`config.mk`:
```
export PLATFORM = sky130hd
export DESIGN_NAME = breath_ramp_flat
export DESIGN_NICKNAME = d
export VERILOG_FILES = /design/src/rtl/breath_ramp_if.sv /design/src/rtl/breath_ramp.sv /design/src/flat_wrapper.sv
export SDC_FILE = /design/constraint.sdc
export NUM_CORES = 1
export LEC_CHECK = 0
export ABC_AREA = 1
export BUFFER_PORTS_ARGS = -buffer_cell sky130_fd_sc_hd__clkbuf_2
export CORE_AREA = 2 2 66 68
export DETAILED_ROUTE_END_ITERATION = 10
export DIE_AREA = 0 0 68 70
export PLACE_DENSITY = 0.76
export SLEW_MARGIN = 25
export SYNTH_ARGS = -nofsm -noshare
export SYNTH_HDL_FRONTEND = slang
export SYNTH_SLANG_ARGS = --single-unit
```
`constraint.sdc`:
```
create_clock -name clk -period 1.35 [get_ports clk]
set_input_delay 0.405 -clock clk [delete_from_list [all_inputs] [get_ports clk]]
set_output_delay 0.405 -clock clk [all_outputs]
set_load 0.005 [all_outputs]
```
`src/rtl/breath_ramp_if.sv`:
```
// Control/status bundle between a tick/enable source and breath_ramp.
// The master drives tick and en; the slave (breath_ramp) returns value, busy and cycle_done.
interface breath_ramp_if #(
    parameter int BITS = 10
);
    logic            tick;
    logic            en;
    logic [BITS-1:0] value;
    logic            busy;
    logic            cycle_done;

    modport master (
        output tick,
        output en,
        input  value,
        input  busy,
        input  cycle_done
    );

    modport slave (
        input  tick,
        input  en,
        output value,
        output busy,
        output cycle_done
    );
endinterface

```
`src/rtl/breath_ramp.sv`:
```
// breath_ramp: breathing-envelope duty generator feeding the LED PWM value input.
// Define BREATH_GAMMA_EN for a square-law output curve; the default output is linear.
module breath_ramp #(
    parameter int BITS   = 10,
    parameter int RANGE  = 999,
    parameter int HOLD   = 0,
    parameter int HOLD_W = 8
) (
    input  logic         clk,
    input  logic         rst_n,
    breath_ramp_if.slave bus
);

    typedef enum logic [2:0] {
        IDLE    = 3'd0,
        RISE    = 3'd1,
        HOLD_HI = 3'd2,
        FALL    = 3'd3,
        HOLD_LO = 3'd4
    } state_t;

    localparam logic [BITS-1:0]   LEVEL_ONE = BITS'(1);
    localparam logic [BITS-1:0]   RANGE_M1  = BITS'(RANGE - 1);
    localparam logic [HOLD_W-1:0] HOLD_ONE  = HOLD_W'(1);
    // With HOLD == 0 the dwell states are unreachable, so the wrapped value is never used.
    localparam logic [HOLD_W-1:0] HOLD_LAST = HOLD_W'(HOLD - 1);
    localparam bit                HAS_HOLD  = (HOLD > 0);

    state_t            state_r;
    state_t            state_next;
    logic [BITS-1:0]   level_r;
    logic [BITS-1:0]   level_next;
    logic [HOLD_W-1:0] hold_cnt_r;
    logic [HOLD_W-1:0] hold_next;
    logic [BITS-1:0]   value_r;
    logic              busy_r;
    logic              done_r;
    logic              done_next;

    function automatic logic [BITS-1:0] shape(input logic [BITS-1:0] lvl);
`ifdef BREATH_GAMMA_EN
        return BITS'(({{BITS{1'b0}}, lvl} * {{BITS{1'b0}}, lvl}) >> BITS);
`else
        return lvl;
`endif
    endfunction

    // Next-state, level and dwell-counter logic; ticks only matter outside IDLE.
    always_comb begin
        state_next = state_r;
        level_next = level_r;
        hold_next  = hold_cnt_r;
        done_next  = 1'b0;
        case (state_r)
            IDLE: begin
                level_next = {BITS{1'b0}};
                hold_next  = {HOLD_W{1'b0}};
                if (bus.en) begin
                    state_next = RISE;
                end else begin
                    state_next = IDLE;
                end
            end
            RISE: begin
                if (bus.tick) begin
                    level_next = level_r + LEVEL_ONE;
                    if (level_r == RANGE_M1) begin
                        state_next = HAS_HOLD ? HOLD_HI : FALL;
                    end else begin
                        state_next = RISE;
                    end
                end else begin
                    state_next = RISE;
                end
            end
            HOLD_HI: begin
                if (bus.tick) begin
                    if (hold_cnt_r == HOLD_LAST) begin
                        hold_next  = {HOLD_W{1'b0}};
                        state_next = FALL;
                    end else begin
                        hold_next  = hold_cnt_r + HOLD_ONE;
                        state_next = HOLD_HI;
                    end
                end else begin
                    state_next = HOLD_HI;
                end
            end
            FALL: begin
                if (bus.tick) begin
                    level_next = level_r - LEVEL_ONE;
                    if (level_r != LEVEL_ONE) begin
                        state_next = FALL;
                    end else if (HAS_HOLD) begin
                        state_next = HOLD_LO;
                    end else begin
                        done_next  = 1'b1;
                        state_next = bus.en ? RISE : IDLE;
                    end
                end else begin
                    state_next = FALL;
                end
            end
            HOLD_LO: begin
                if (bus.tick) begin
                    if (hold_cnt_r == HOLD_LAST) begin
                        hold_next  = {HOLD_W{1'b0}};
                        done_next  = 1'b1;
                        state_next = bus.en ? RISE : IDLE;
                    end else begin
                        hold_next  = hold_cnt_r + HOLD_ONE;
                        state_next = HOLD_LO;
                    end
                end else begin
                    state_next = HOLD_LO;
                end
            end
            default: begin
                state_next = IDLE;
                level_next = {BITS{1'b0}};
                hold_next  = {HOLD_W{1'b0}};
            end
        endcase
    end

    // State and output registers; value is shaped from the previous level so it lags by one clock.
    always_ff @(posedge clk or negedge rst_n) begin
        if (!rst_n) begin
            state_r    <= IDLE;
            level_r    <= {BITS{1'b0}};
            hold_cnt_r <= {HOLD_W{1'b0}};
            value_r    <= {BITS{1'b0}};
            busy_r     <= 1'b0;
            done_r     <= 1'b0;
        end else begin
            state_r    <= state_next;
            level_r    <= level_next;
            hold_cnt_r <= hold_next;
            value_r    <= shape(level_r);
            busy_r     <= (state_next != IDLE);
            done_r     <= done_next;
        end
    end

    assign bus.value      = value_r;
    assign bus.busy       = busy_r;
    assign bus.cycle_done = done_r;

endmodule

```
`src/flat_wrapper.sv`:
```
// flat-port wrapper written by rule: the top's interface ports become plain ports
module breath_ramp_flat 
#(
    parameter int BITS   = 10,
    parameter int RANGE  = 999,
    parameter int HOLD   = 0,
    parameter int HOLD_W = 8
)
  (clk, rst_n, bus_tick, bus_en, bus_value, bus_busy, bus_cycle_done);
  breath_ramp_if #(.BITS(BITS)) bus_i ();
  input  logic clk;
  input  logic rst_n;
  input wire logic [$bits(bus_i.tick)-1:0] bus_tick;
  input wire logic [$bits(bus_i.en)-1:0] bus_en;
  output wire logic [$bits(bus_i.value)-1:0] bus_value;
  output wire logic [$bits(bus_i.busy)-1:0] bus_busy;
  output wire logic [$bits(bus_i.cycle_done)-1:0] bus_cycle_done;
  assign bus_i.tick = bus_tick;
  assign bus_i.en = bus_en;
  assign bus_value = bus_i.value;
  assign bus_busy = bus_i.busy;
  assign bus_cycle_done = bus_i.cycle_done;
  breath_ramp #(.BITS(BITS), .RANGE(RANGE), .HOLD(HOLD), .HOLD_W(HOLD_W)) u_core (.clk(clk), .rst_n(rst_n), .bus(bus_i));
endmodule
```
**Word-level counts from Yosys, hierarchy flattened**

Index checks and enable logic that the tools add are counted.

- Equality and inequality tests: 10
- Reduce and logical (&&, ||, !) cells: 6
- Bitwise operators: 2
- Add/subtract/negate cells: 3
- Multiplexer cells: 21

Operators with widths:

| operator | number |
|---|---|
| $pmux W10 S3 | 1 |
| $mux W10 | 2 |
| $mux W8 | 2 |
| $pmux W8 S2 | 1 |
| $pmux W3 S5 | 1 |
| $mux W3 | 4 |
| $add A10 B1 Y10 const B | 1 |
| $eq A10 B10 Y1 const B | 1 |
| $ne A10 B1 Y1 const B | 1 |
| $sub A10 B1 Y10 const B | 1 |
| $add A8 B1 Y8 const B | 1 |
| $eq A8 B8 Y1 const B | 1 |
| $mux W1 | 7 |
| $eq A3 B2 Y1 const B | 2 |
| $mux W2 | 2 |
| $ne A2 B2 Y1 const B | 2 |
| $reduce_or A2 Y1 | 2 |
| $eq A3 B1 Y1 const B | 1 |
| $eq A3 B3 Y1 const B | 1 |
| $logic_not A3 Y1 | 1 |
| $reduce_and A3 Y1 | 1 |
| $reduce_bool A3 Y1 | 1 |
| $ne A2 B1 Y1 const B | 1 |
| $not A1 Y1 | 2 |
| 2 further kinds | 2 |

- Logic and storage cells: 48
- Output and inout bits: 12
- Flip-flop bits (word level): 33
- Bits of input ports: 4

**Depth between registers and ports, before layout**

- Depth in word-level cells: 5
- Depth in mapped cells: 10
- Mapped depth without buffers: 10

**Least setup slack after synthesis**

OpenSTA, ideal clock, no wires.

- Path type: reg2reg
- Start: register u_core.hold_cnt_r[0]
- End: register u_core.busy_r (netlist: u_core.bus.busy)
- Setup time: 124 ps
- Cell stages (with the launch flop): 9
- Buffers on the path: 0
- Period minus slack after synthesis: 1385 ps
- Path slack: -35 ps
- Arrival time: 1261 ps
- Cells stage by stage: dfrtp_1 ha_1 nand2_1 nor2_1 nand2_1 o21ai_0 inv_1 nor2_1 nand2_1

- Cells in the longest elaborated chain, start to end: 5

RTL lines:

| item | line | source |
|---|---|---|
| from (decl) | breath_ramp.sv:33 | `logic [HOLD_W-1:0] hold_cnt_r;` |
| from (signal assigned) | breath_ramp.sv:131 | `hold_cnt_r <= {HOLD_W{1'b0}};` |
| from (signal assigned) | breath_ramp.sv:138 | `hold_cnt_r <= hold_next;` |
| $eq A8 B8 Y1 | breath_ramp.sv:106 | `if (hold_cnt_r == HOLD_LAST) begin` |
| $mux W3 | breath_ramp.sv:106 |  |
| $mux W3 | breath_ramp.sv:105 | `if (bus.tick) begin` |
| $pmux W3 S5 | breath_ramp.sv:54 | `case (state_r)` |
| via u_core.state_next[2] | breath_ramp.sv:30 | `state_t state_next;` |
| $reduce_bool A3 Y1 | breath_ramp.sv:140 | `busy_r <= (state_next != IDLE);` |
| to (signal assigned) | breath_ramp.sv:140 |  |
| to (decl) | breath_ramp.sv:36 | `logic busy_r;` |

The timed path passes the listed nets, and every way through them passes these cells.
A chain may end at the register's enable or synchronous reset.

**Final worst setup path**

- Start: register u_core.level_r[0]
- End: register u_core.level_r[8]

- Cells in the longest elaborated chain, start to end: 3

RTL lines:

| item | line | source |
|---|---|---|
| from (decl) | breath_ramp.sv:31 | `logic [BITS-1:0] level_r;` |
| from (signal assigned) | breath_ramp.sv:130 | `level_r <= {BITS{1'b0}};` |
| from (signal assigned) | breath_ramp.sv:137 | `level_r <= level_next;` |
| $sub A10 B1 Y10 or $add A10 B1 Y10 (tied branches) | breath_ramp.sv:91, breath_ramp.sv:66 |  |
| $mux W10 (on tied branches) | breath_ramp.sv:90, breath_ramp.sv:65 |  |
| $pmux W10 S3 (*) | breath_ramp.sv:54 |  |

Mark *: on every way between the ends. The rest lies on a longest branch, timed or not. The select of a mux whose other input is x is not followed.

==> impl_results.md <==
- ANT cells: 0
- Final min period: 1.39 ns
- Total GRT Usage: 21.3%
- Seq/Total Area, Yosys: 42.7%
- Leak: 0.00143 uW
- IO Pins: 16
- Placed Cells: 355
- Critical-path cell list: buf_4 > ha_4 > nand2_4 > nor2_4 > nand2_2 > nor2_1 > o21ai_1 > nand2_1 > nand2_1 > nand2_1
- Die W: 68 um
- Largest net degree at the start of global routing: 34
- MaxCap Viol Count: 0
- Initial DRT Pass Iterations: 4
- Fin. max-slew vios: 0
- Post-DP HPWL: 3170 um
- Crit path top cell by count: nand2_1
- GRT overflow: 0
- Total power draw: 5000 uW
- Syn Nets: 266
- Most used flip-flop cell after synthesis: dfrtp_1
- Starting Density: 46.6%
- Ys Warns: 0
- Largest delay contributor family on the critical path: flip-flops
- First-pass GRT wire length: 7670 um
- Reg power frac: 30.1%
- Crit path buf inv count: 1
- Synthesized area per cell: 7.52 um^2
- CP Capture Type: flip-flop
- Internal: 2920 uW
- Clk_lat worst skew: 0.29 ns
- Finish-stage setup viols: 8
- Worst min path class: in -> async
- Flop and latch count out of synthesis: 33
- DR iter-0 viols: 76
- Cell variety after synth: 28
- Final wirelength: 5190 um
- Vias in the first global route: 1751
- Worst-path clk slew: 0.07 ns
- R2r setup slk: -0.04 ns
- Avg WL per Cell: 13.8 um
- CTS Buffer Depth: 2
- Port Buf Inserts: 15
- Part of the cycle the worst path needs: 103%
- Final worst slack: -0.0423 ns
- Placement Rows: 24
- Max VDD drop: 1170 uV
- Fraction of registers with async set/reset: 100%
- RSZ-0062 raised after global routing: yes
- CP peak stage delay: 0.45 ns
- Net Sw Frac: 41.7%
- Finished Layout Cells: 376
- Clock power frac: 16.4%
- Slowest cell on crit path: dfrtp_2
- Detailed-route via count: 1911
- Die H: 70 um
- Outcome: complete, but fails checks
- Post-synth EDFFs: 0
- Power Dens Cells: 1790 nW/um^2
- Top post-synthesis cells by count: nand2_1, inv_1, dfrtp_1
- Synth area leaders: dfrtp_1, nand2_1, inv_1
- Mapped Cells: 257
- Worst R2R Start: u_core.level_r[0]$_DFFE_PN0P_
- Most numerous cell in the Yosys netlist: nand2_1
- CTS Root Buffer Type: clkbuf_8
- Crit path launch: u_core.level_r[0]$_DFFE_PN0P_
- Instance count on the critical path: 10
- Tightest Pin Transition: 0.262 ns
- Core area: 4140 um^2
- Yosys top cell area share: 42.7%
- CTS tree: built
- Hold-fix buffers at CTS: 0
- Crit path required time: 1.53 ns
- F_max: 718 MHz
- Crit path to: u_core.level_r[8]$_DFFE_PN0P_
- H-tree levels: 2
- Via density: 5.08
- Yosys top cell by area: dfrtp_1
- Setup CP Type: reg -> reg
- R2r endpoint: u_core.level_r[8]$_DFFE_PN0P_
- Drt drc: 0
- Initial antenna violation count: 0
- Skew final: 0.00825 ns
- Mapped cell area: 1930 um^2
- Relative slew slack: 82.5%
- CTS Sinks: 33
- Net Sw Power: 2090 uW
- Failing checks: negative setup slack
- DIE AREA: 4760 um^2
- Fin. Hold Viols: 0
- Post-layout net count: 332
- WP data arrival: 1.58 ns
- CP Max Fanout: 5
- Final ANT Viol Nets: 0
- TritonCTS Buffers: 5
- Share of layout cells above drive strength 1: 41.7%
- Crit path launch type: flip-flop
- R2R depth: 10
- Worst slack at placement: -0.154 ns
- Routability cong.: 0.973
- Hold slack final: 0.0664 ns
- Area Growth Syn to Fin: 44.2%
- Comb power frac: 53.5%
## state kept, by name, summed over array words and instances, names as in the netlist
signal                 count
u_core.state_r             3
u_core.level_r            10
u_core.bus.value          10
u_core.hold_cnt_r          8
u_core.bus.cycle_done      1
u_core.bus.busy            1
## worst min-delay path by stage
stage / start / to / cells past startpoint
finish: rst_n / u_core.bus.value[4]$_DFF_PN0_ / 2
global route: rst_n / u_core.bus.value[3]$_DFF_PN0_ / 2
CTS: rst_n / u_core.level_r[0]$_DFFE_PN0P_ / 2
detailed placement: rst_n / u_core.bus.value[2]$_DFF_PN0_ / 2
global placement: rst_n / u_core.bus.value[2]$_DFF_PN0_ / 2
floorplan: rst_n / u_core.bus.busy$_DFF_PN0_ / 0
## placed cells by master, fill, tap and decap left out, drive strengths merged
cell type,Yosys,layout
o21ai,21,21
nand2,75,75
nand4,7,7
nand3,29,29
or2,2,2
nor2,26,26
clkinv,0,1
xor2,2,2
o31ai,2,2
inv,38,38
buf,5,48
nor3,2,2
ha,5,5
a21oi,6,6
o211ai,2,2
o21bai,1,1
dfrtp,33,33
clkbuf,0,23
a22oi,1,1
## worst reg2reg max path, cell delays in order (launching register included)
cell     delay, ns
dfrtp_2       0.45
buf_4         0.16
ha_4          0.16
nand2_4       0.09
nor2_4        0.05
nand2_2       0.06
nor2_1        0.04
o21ai_1       0.12
nand2_1       0.06
nand2_1       0.05
nand2_1       0.04
## cell type report
class	count	area [um^2]
clock buffer	7	96.3
sequential	33	832
clock inverter	1	5.00
fill	329	1360
timing repair buffer	64	524
tap	52	65.1
multi-input combinational	181	1120
inverter	38	148
## routing by layer
layer  vias up  track usage (%)  part of all wire, %
li1        955                -                    -
met1       900             26.3                   40
met2        41             35.5                   53
met3        15             4.99                  3.9
met4         0             7.56                  2.8
met5         -                0                    0
## power by group through the flow
stage / Sequential (uW) / Combinational [uW] / Clock (uW)
6_report: 1500 / 2680 / 822
5_1_grt: 1540 / 2950 / 889
4_1_cts: 1470 / 2350 / 837
3_5_place_dp: 1460 / 2110 / 0
3_3_place_gp: 1450 / 2070 / 0
2_1_floorplan: 1450 / 1180 / 0
## what timing repair did
action,4_1_cts,5_1_grt
endpoints found under the hold margin,0,0
pin swaps,10,15
gates cloned,0,1
resized for setup,33,45
buffers inserted,3,9
setup endpoints to repair,15,19
## cell families after synthesis
logic type	share of synthesized area (%)
adder cells (fa/ha/maj)	3.24
AND/OR/NAND/NOR	32.4
flip-flops	42.7
buffers and inverters	9.64
AO/OA/AOI/OAI	11.1
XOR/XNOR	0.906
## through the flow
stage / util, % / setup TNS, ns / instance area (um^2)
CTS: 61.2 / -0.269 / 2540
global placement: 56.2 / -0.383 / 2330
global route: 67.3 / -1.67 / 2790
detailed placement: 56.2 / -0.722 / 2330
floorplan: - / -0.0124 / 1940
finish: 67.3 / -0.190 / 2790
No activity file was read; power rests on OpenSTA's default activity.
